<file path="src/rtl/alu_muldiv.sv">
// Registered integer ALU with iterative unsigned multiply/divide and valid/ready handshakes.
// Single-cycle ops answer one cycle after acceptance; MUL/MULHU/DIVU/REMU take WIDTH steps.
module alu_muldiv #(
    parameter int unsigned WIDTH = 32,
    localparam int unsigned SHW = $clog2(WIDTH)
) (
    input  logic             CLK,
    input  logic             RST,
    input  logic             in_valid,
    output logic             in_ready,
    input  logic [3:0]       op,
    input  logic [WIDTH-1:0] port_a,
    input  logic [WIDTH-1:0] port_b,
    output logic             out_valid,
    input  logic             out_ready,
    output logic [WIDTH-1:0] port_out,
    output logic             negative,
    output logic             zero,
    output logic             overflow,
    output logic             busy
);

    localparam logic [3:0] OpAdd   = 4'd0;
    localparam logic [3:0] OpSub   = 4'd1;
    localparam logic [3:0] OpSll   = 4'd2;
    localparam logic [3:0] OpSrl   = 4'd3;
    localparam logic [3:0] OpSra   = 4'd4;
    localparam logic [3:0] OpAnd   = 4'd5;
    localparam logic [3:0] OpOr    = 4'd6;
    localparam logic [3:0] OpXor   = 4'd7;
    localparam logic [3:0] OpSlt   = 4'd8;
    localparam logic [3:0] OpSltu  = 4'd9;
    localparam logic [3:0] OpMul   = 4'd10;
    localparam logic [3:0] OpMulhu = 4'd11;
    localparam logic [3:0] OpDivu  = 4'd12;
    localparam logic [3:0] OpRemu  = 4'd13;

    typedef enum logic [1:0] {StIdle, StCalc, StDone} state_t;

    state_t           state_q, state_d;
    logic [3:0]       op_q;
    logic [WIDTH-1:0] opd_q, hi_q, lo_q;
    logic [SHW-1:0]   cnt_q;
    logic [WIDTH-1:0] res_q;
    logic             neg_q, zero_q, ovf_q;

    logic             accept, is_multi, is_mul_q, last_step;
    logic [WIDTH-1:0] sum_ab, diff_ab, alu_res, step_hi, step_lo, multi_res;
    logic [SHW-1:0]   shamt;
    logic             alu_ovf;
    logic [WIDTH:0]   mul_sum, div_shift;
    logic [WIDTH-1:0] div_diff;
    logic             div_ge;

    assign accept    = in_valid && in_ready;
    assign is_multi  = (op >= OpMul) && (op <= OpRemu);
    assign is_mul_q  = (op_q == OpMul) || (op_q == OpMulhu);
    assign last_step = (cnt_q == SHW'(WIDTH - 1));
    assign sum_ab    = port_a + port_b;
    assign diff_ab   = port_a - port_b;
    assign shamt     = port_b[SHW-1:0];

    always_comb begin
        alu_res = '0;
        alu_ovf = 1'b0;
        case (op)
            OpAdd: begin
                alu_res = sum_ab;
                alu_ovf = (port_a[WIDTH-1] == port_b[WIDTH-1]) &&
                          (sum_ab[WIDTH-1] != port_a[WIDTH-1]);
            end
            OpSub: begin
                alu_res = diff_ab;
                alu_ovf = (port_a[WIDTH-1] != port_b[WIDTH-1]) &&
                          (diff_ab[WIDTH-1] != port_a[WIDTH-1]);
            end
            OpSll:   alu_res = port_a << shamt;
            OpSrl:   alu_res = port_a >> shamt;
            OpSra:   alu_res = $signed(port_a) >>> shamt;
            OpAnd:   alu_res = port_a & port_b;
            OpOr:    alu_res = port_a | port_b;
            OpXor:   alu_res = port_a ^ port_b;
            OpSlt:   alu_res = {{(WIDTH-1){1'b0}}, $signed(port_a) < $signed(port_b)};
            OpSltu:  alu_res = {{(WIDTH-1){1'b0}}, port_a < port_b};
            default: alu_res = '0;
        endcase
    end

    // Multiply: {hi,lo} shifts right, lo starts as multiplier. Divide: lo holds dividend/quotient,
    // hi the partial remainder; a zero divisor naturally yields quotient all-ones, remainder a.
    always_comb begin
        mul_sum   = {1'b0, hi_q} + (lo_q[0] ? {1'b0, opd_q} : '0);
        div_shift = {hi_q, lo_q[WIDTH-1]};
        div_ge    = div_shift >= {1'b0, opd_q};
        div_diff  = div_shift[WIDTH-1:0] - opd_q;
        if (is_mul_q) begin
            step_hi = mul_sum[WIDTH:1];
            step_lo = {mul_sum[0], lo_q[WIDTH-1:1]};
        end else begin
            step_hi = div_ge ? div_diff : div_shift[WIDTH-1:0];
            step_lo = {lo_q[WIDTH-2:0], div_ge};
        end
        case (op_q)
            OpMul, OpDivu: multi_res = step_lo;
            default:       multi_res = step_hi;
        endcase
    end

    always_ff @(posedge CLK) begin
        if (RST) state_q <= StIdle;
        else     state_q <= state_d;
    end

    always_comb begin
        state_d = state_q;
        unique case (state_q)
            StIdle, StDone: begin
                if (accept)                         state_d = is_multi ? StCalc : StDone;
                else if (state_q == StDone && out_ready) state_d = StIdle;
            end
            StCalc:  if (last_step) state_d = StDone;
            default: state_d = StIdle;
        endcase
    end

    always_comb begin
        in_ready  = 1'b0;
        out_valid = 1'b0;
        busy      = 1'b0;
        unique case (state_q)
            StIdle: in_ready = 1'b1;
            StCalc: busy = 1'b1;
            StDone: begin
                out_valid = 1'b1;
                in_ready  = out_ready;
            end
            default: ;
        endcase
    end

    always_ff @(posedge CLK) begin
        if (RST) begin
            op_q   <= '0;
            opd_q  <= '0;
            hi_q   <= '0;
            lo_q   <= '0;
            cnt_q  <= '0;
            res_q  <= '0;
            neg_q  <= 1'b0;
            zero_q <= 1'b0;
            ovf_q  <= 1'b0;
        end else if (accept) begin
            op_q  <= op;
            cnt_q <= '0;
            if (is_multi) begin
                hi_q  <= '0;
                opd_q <= (op == OpMul || op == OpMulhu) ? port_a : port_b;
                lo_q  <= (op == OpMul || op == OpMulhu) ? port_b : port_a;
            end else begin
                res_q  <= alu_res;
                neg_q  <= alu_res[WIDTH-1];
                zero_q <= (alu_res == '0);
                ovf_q  <= alu_ovf;
            end
        end else if (state_q == StCalc) begin
            hi_q  <= step_hi;
            lo_q  <= step_lo;
            cnt_q <= cnt_q + SHW'(1);
            if (last_step) begin
                res_q  <= multi_res;
                neg_q  <= multi_res[WIDTH-1];
                zero_q <= (multi_res == '0);
                ovf_q  <= 1'b0;
            end
        end
    end

    assign port_out = res_q;
    assign negative = neg_q;
    assign zero     = zero_q;
    assign overflow = ovf_q;

endmodule

</file>
<file path="config.mk">
export PLATFORM = sky130hd
export DESIGN_NAME = alu_muldiv
export DESIGN_NICKNAME = d
export VERILOG_FILES = /design/src/rtl/alu_muldiv.sv
export SDC_FILE = /design/constraint.sdc
export NUM_CORES = 1
export LEC_CHECK = 0
export CAP_MARGIN = 20
export CORE_ASPECT_RATIO = 0.7
export CORE_MARGIN = 5
export CORE_UTILIZATION = 35
export DETAILED_ROUTE_END_ITERATION = 8
export HOLD_SLACK_MARGIN = 0.15
export PLACE_DENSITY = 0.51
export RECOVER_POWER = 100
export SETUP_SLACK_MARGIN = 0.2
export SLEW_MARGIN = 40
export SYNTH_ARGS = -nofsm -noshare
export SYNTH_HDL_FRONTEND = slang
export SYNTH_SLANG_ARGS = --single-unit
</file>
<file path="constraint.sdc">
create_clock -name CLK -period 9.9 [get_ports CLK]
set_clock_uncertainty 0.1 [all_clocks]
set_input_delay 0.99 -clock CLK [delete_from_list [all_inputs] [get_ports CLK]]
set_output_delay 0.99 -clock CLK [all_outputs]
set_load 0.01 [all_outputs]
</file>
==> results of run 1 <==
[power groups by stage]
stage	Sequential [µW]	Clock, µW	Combinational (µW)
finish	653	732	1600
global route	656	763	1690
CTS	652	734	1550
detailed placement	664	0	1540
global placement	664	0	1530
floorplan	647	0	1010
[kinds of logic (layout without fill, tap and decap cells)]
logic type                 after synthesis  in the layout
buffers and inverters                  408            346
DFF                                    141            141
and+or+nand+nor                       1045           1045
AOI/OAI and AO/OA                     1036           1036
muxes                                  191            191
xor gates and xnor gates                56             56
adders and majority gates              170            170
[routing by layer]
layer | vias to the layer above | routed length (µm) | GRT usage
met2 | 1347 | 40500 | 0.4023
met1 | 12120 | 52000 | 0.4852
li1 | 11100 | - | -
met5 | - | 13 | 0
met3 | 99 | 11260 | 0.07019
met4 | 2 | 1453 | 0.04250
[final cells by class]
cell class	instances	area, µm²
Inverter	152	570.5
Clock buffer	20	456.7
Timing Repair Buffer	162	1424
Tap cell	819	1025
Fill cell	6487	37760
Sequential cell	141	2823
Clock inverter	12	183.9
Multi-Input combinational cell	2498	17090
[stage by stage]
stage / util / area, µm² / std cells / hold WS, ns / setup slack (ns)
final: 0.3844 / 23580 / 3804 / 0.3852 / 2.353
after floorplan: - / 21580 / 3047 / 0.3398 / 4.595
after detailed placement: 0.3748 / 22990 / 3772 / 0.3750 / 3.565
after global routing: 0.3844 / 23580 / 3804 / 0.4078 / 1.954
after CTS: 0.3853 / 23630 / 3804 / 0.3845 / 4.003
after global placement: 0.3745 / 22970 / 3772 / 0.3663 / 3.539
[state kept, by name, summed over array words and instances, names as in the netlist]
register,count
hi_q,32
lo_q,32
opd_q,32
port_out,32
cnt_q,5
op_q,4
state_q,2
overflow,1
zero,1
[how the worst min path moves through the flow]
stage	start	end	slack [ns]
after floorplan	op_q[0]$_SDFFE_PP0P_	op_q[0]$_SDFFE_PP0P_	0.34
after global placement	lo_q[23]$_SDFFE_PP0P_	lo_q[23]$_SDFFE_PP0P_	0.37
after detailed placement	op_q[0]$_SDFFE_PP0P_	op_q[0]$_SDFFE_PP0P_	0.38
after CTS	op_q[0]$_SDFFE_PP0P_	op_q[0]$_SDFFE_PP0P_	0.38
after global routing	op_q[0]$_SDFFE_PP0P_	op_q[0]$_SDFFE_PP0P_	0.41
final	op_q[0]$_SDFFE_PP0P_	op_q[0]$_SDFFE_PP0P_	0.39
[placed cells by master, fill, tap and decap left out, types with 13 or more instances in the layout]
cell and instances:
nor3_1 100, a32oi_1 13, a221oi_1 31, nor4_1 24, nand2_1 292, o21ai_1 13, dlygate4sd3_1 39, and2_1 45
nand2b_1 21, o21bai_1 16, o21a_1 23, mux2i_1 86, clkbuf_16 17, nor2b_1 18, and3_1 19, buf_4 48
a22oi_1 30, dfxtp_1 141, inv_1 146, o22ai_1 16, a21oi_1 322, xor2_1 29, nand3_1 38, mux4_2 60
o221ai_1 17, ha_1 166, clkdlybuf4s50_1 62, or3_1 20, o211ai_1 39, a31oi_1 36, nand4_1 23, o31a_1 13
mux2_2 40, a21o_1 42, nor2_1 379, a211o_1 13, xnor2_1 27, o21ai_0 186, o31ai_1 15, a211oi_1 83
[worst max-delay path: stages]
cell	delay [ns]
clkbuf_1	1.11
clkbuf_1	1.36
xor2_1	0.25
a2111oi_0	0.48
clkbuf_1	1.08
nor3_1	0.08
nor2_1	0.35
nand4_1	0.13
nor4_1	0.23
nand4_1	0.17
a2111oi_2	0.53
nand4_1	0.32
nor4_1	0.35
nand4b_1	0.16
o211ai_2	0.19
==> metrics, run 1 <==
status=finished with violations; failing checks=max-capacitance violations, max-slew violations; Setup TNS=0 ns; Sw Ratio=0.4636; max frequency=132.5 MHz; sequential share of power=0.219; wire per inst=27.66 µm; Yosys top cell area share=0.1308; mux share of post-synthesis cell area=0.1287; crit share post-route=0.7624; crit path from=op[1]; Final Max Slew Viols=354; unique cell type count in the Yosys netlist=107; antenna viol nets, final=0; # clock sinks=141; Reg2Reg Setup Slack=3.76 ns; first-pass GRT wire length=153000 µm; Hold Path Depth=2; post-synthesis compound-gate area fraction=0.3162; Min Clock Period, post-route=7.547 ns; ant diodes=0; Int Power=1598 µW; cts hold-fix bufs=0; worst slew pin tran=2.381 ns; Chip Width=306.8 µm; Starting DRT DRC Count=3445; GRT Total Usage=0.3001; R2R depth=15; Core ar.=0.06133 mm²; layout cell share with drive strength beyond 1=0.07940; MaxCap Viol Count=9; XOR/XNOR share of the synthesized area=0.02272; Final #Nets=3214; Setup crit end=zero$_SDFFE_PP0P_; RR Endpoint=zero$_SDFFE_PP0P_; GP Congestion=1.040; Worst Hold Class=register to register; Rel. slew slack=-0.5872; post-synthesis sequential element count=141; Worst Setup End Kind=register; async set-reset flop share out of synthesis=0; Pwr Total=2980 µW; final setup fails=0; Die Area=0.06682 mm²; CP max FO=27; reg2reg start=lo_q[31]$_SDFFE_PP0P_; top cells by area, synth=dfxtp_1 13%, ha_1 9.6%, a21oi_1 7.5%, nor2_1 6.7%, mux4_2 6.3%; routed wire length=105200 µm; Post CTS Setup Buffer Count=0; logic gate share of total power=0.535; grt ovf=0; Crit Path Category=input port to register; pwr dens=126.4 mW/mm²; Num CTS Buffers=17; share of the yosys chip area belonging to registers=0.1308; most common cell in the netlist=nor2_1; startpoint class of the critical path=input port; Clk pwr share=0.246; FP Rows=76; Syn Area/Cell=7.084 µm²; Post-Synthesis Cells=3047; Worst-Skew Late Latency=0.44 ns; post-cts resize count=0; arrival time at the worst endpoint=7.81 ns; largest net degree at the start of global routing=66; Final Hold Viols=0; Mapped Area=0.02158 mm²; Die Y=217.8 µm; PortBufs=109; Initial Util=0.3519; CTS max path bufs=2; post-DP HPWL=81860 µm; Simple-Gate Fraction of Synth Area=0.2213; initial antenna violation count=3; DR pass1 iterations=6; detailed-route vias per instance=6.484; main combinational cell family by area after synthesis=compound AO/OA/AOI/OAI gates; top cells by count, synth=383 x nor2_1, 322 x a21oi_1, 292 x nand2_1; TritonCTS clock tree=done; Post-synth EDFFs=0; area leader, netlist=dfxtp_1; Synth Area in Adders=0.09994; Static Leak=0.009282 µW; H-tree levels=4; Top FF cell, synth=dfxtp_1; # IOs=110; Synth warnings=0; number of global-route vias before repair=22.17k; Clock transition at path regs=0.07 ns; area delta synth->final=9.223%; net switching power=1381 µW; RSZ-0062 raised after global routing=false; worst path required time=10.16 ns; Mapped Nets=3289; Clk Tree Root Cell=clkbuf_16; DRC violations left=0; routed vias=24.67k; Max VDD drop=0.1306 mV
Power figures use the tool's default switching activity.
==> run 2: changes to the inputs <==
--- a/config.mk
+++ b/config.mk
@@ -11,7 +11,7 @@
 export CORE_UTILIZATION = 35
 export DETAILED_ROUTE_END_ITERATION = 8
 export HOLD_SLACK_MARGIN = 0.15
-export PLACE_DENSITY = 0.51
+export PLACE_DENSITY = 0.53
 export RECOVER_POWER = 100
 export SETUP_SLACK_MARGIN = 0.2
 export SLEW_MARGIN = 40
==> constraint.sdc (replaced) <==
create_clock -name CLK -period 6.5 [get_ports CLK]
set_clock_uncertainty 0.1 [all_clocks]
set_input_delay 0.65 -clock CLK [delete_from_list [all_inputs] [get_ports CLK]]
set_output_delay 0.65 -clock CLK [all_outputs]
set_load 0.01 [all_outputs]
==> metrics, run 2 (synthesis gave the netlist of run 1 again) <==
status=finished with violations; failing checks=max-capacitance violations, max-slew violations; CTS max path bufs=2 (unchanged); Worst-Skew Late Latency=0.44 ns (about the same); first-pass GRT wire length=155000 µm (+1.3%); Die Y=217.8 µm (unchanged); GP Congestion=1.019 (-2.0%); Final Hold Viols=0 (unchanged); worst slew pin tran=2.568 ns (+0.1871 ns); wire per inst=27.62 µm (-0.14%); Min Clock Period, post-route=5.931 ns; pwr dens=188.1 mW/mm² (+49%); Max VDD drop=0.2225 mV (+70%); antenna viol nets, final=0 (unchanged); area delta synth->final=10.78%; startpoint class of the critical path=input port; H-tree levels=4 (unchanged); Static Leak=0.009480 µW (+2.1%); Post CTS Setup Buffer Count=0 (unchanged); # IOs=110 (unchanged); uppermost layer routed=met5; Worst Setup End Kind=register; Starting DRT DRC Count=3439 (-0.17%); routed wire length=106400 µm (+1.1%); Rel. slew slack=-0.7119 (-0.1247); met2 wire length=40740 µm (+0.60%); post-layout util=0.3898 (+0.005467); Setup TNS=0 ns (unchanged); DRT met1 WL=51910 µm (-0.19%); most frequent cells in the layout=380 x nor2_1, 322 x a21oi_1, 292 x nand2_1; wire length on met3=12010 µm (+6.7%); layout cell share with drive strength beyond 1=0.09373 (+0.01433); Final Max Slew Viols=224 (-37%); MaxCap Viol Count=5 (-4); final setup fails=0 (unchanged); Num CTS Buffers=17 (unchanged); Crit-path slowest cell=clkbuf_1; Clk Tree Root Cell=clkbuf_16; # clock sinks=141 (unchanged); grt ovf=0 (unchanged); largest net degree at the start of global routing=81 (+23%); GRT Total Usage=0.3042 (+0.004100); Worst Hold Class=register to register; TritonCTS clock tree=done; Core ar.=0.06133 mm² (unchanged); DR pass1 iterations=6 (unchanged); Final Instance Area=0.02391 mm² (+1.4%); FP Rows=76 (unchanged); post-cts resize count=0 (unchanged); Die Area=0.06682 mm² (unchanged); critical path's largest stage delay=1.65 ns (+0.29 ns); detailed-route vias per instance=6.475 (-0.14%); number of global-route vias before repair=22.61k (+2.0%); crit share post-route=0.9125; Top delay family on crit path=simple AND/OR/NAND/NOR gates; Final #Nets=3259 (+1.4%); PortBufs=109 (unchanged); worst hold margin=0.3770 ns (-0.008260 ns); Chip Width=306.8 µm (unchanged); post-DP HPWL=84760 µm (+3.5%); RSZ-0062 raised after global routing=false; CP max FO=42 (+56%); DRC violations left=0 (unchanged); max frequency=168.6 MHz; number of fill cells=6438 (-0.76%); Crit Path Category=input port to register; worst path required time=6.76 ns (-3.40 ns); Critical Path, Cell by Cell=dlygate4sd3_1 -> inv_1 -> nor3_1 -> clkbuf_1 -> nand3_1 -> nand2_1 -> clkbuf_1 -> nor2_1 -> nor3_1; arrival time at the worst endpoint=6.19 ns (-1.62 ns); Buffers & Inverters on Critical Path=4 (+1); Post-DP Area=0.02339 mm² (+1.7%); dpl ws=0.9012 ns (-2.663 ns); Initial Util=0.3519 (unchanged); commonest non-fill, non-tap cell in the layout=nor2_1; Final WS setup=0.5685 ns (-1.784 ns); routed vias=24.93k (+1.1%); initial antenna violation count=2 (-1); cts hold-fix bufs=0 (unchanged); Clock transition at path regs=0.06 ns (about the same)
[run 2: cell types whose count changed in the layout (fill, tap and decap cells not counted), moves of 2 or more]
cell and change:
buf_12 +2, buf_4 +39, buf_6 +2, bufinv_16 -2, clkinvlp_4 +6, diode_2 +2
inv_6 -2, o311ai_2 +2
[run 2: worst paths after layout]
check,from,endpoint,slack (ns),cells after the start
worst min-delay path,op_q[0]$_SDFFE_PP0P_,op_q[0]$_SDFFE_PP0P_,0.38,2
worst max-delay path,in_valid,lo_q[11]$_SDFFE_PP0P_,0.57,9
worst min register to register,op_q[0]$_SDFFE_PP0P_,op_q[0]$_SDFFE_PP0P_,0.38,2
worst max register to register,opd_q[8]$_SDFFE_PP0P_,zero$_SDFFE_PP0P_,0.62,17
[run 2: metrics by stage]
stage | cells | total power (µW)
after detailed placement | 3817 | 3437
after global routing | 3849 | 4715
after global placement | 3814 | 3413
after CTS | 3849 | 4444
after floorplan | 3047 | 2530
final | 3851 | 4498
[run 2: routing by layer]
| metal | vias to the layer above | GRT usage |
|---|---|---|
| met5 | - | 0 |
| met4 | 2 | 0.04583 |
| met3 | 96 | 0.07883 |
| met2 | 1374 | 0.4054 |
| met1 | 12260 | 0.4879 |
| li1 | 11200 | - |
[run 2: area by class of cell]
cell class / count / area, µm² / share of cell area
timing repair buffer: 207 / 1813 / 0.07582
clock inverter: 13 / 142.6 / 0.005965
antenna: 2 / 5.005 / 0.0002093
tap: 819 / 1025 / 0.04286
sequential: 141 / 2823 / 0.1181
clock buffer: 19 / 442.9 / 0.01852
multi-input combinational: 2498 / 17090 / 0.7147
inverter: 152 / 570.5 / 0.02386
[run 2: worst reg2reg max path: stages (launching register included)]
cell       delay [ns]
dfxtp_1          0.40
inv_1            0.07
ha_1             0.37
a21oi_1          0.27
o21ai_1          0.14
a41o_1           0.32
o311ai_2         0.75
nand3_1          0.62
buf_4            0.38
a211oi_1         0.33
o32ai_1          0.16
nor4_1           0.76
buf_4            0.25
nand4_1          0.09
a2111oi_0        0.35
buf_4            0.21
nand4_1          0.14
o211ai_2         0.09
[run 2: power by group]
group	switching [µW]	internal [µW]	total, µW	leakage, µW
clock	430	575	1010	0.000260
sequential	68.1	925	993	0.00115
combinational	1610	890	2500	0.00807
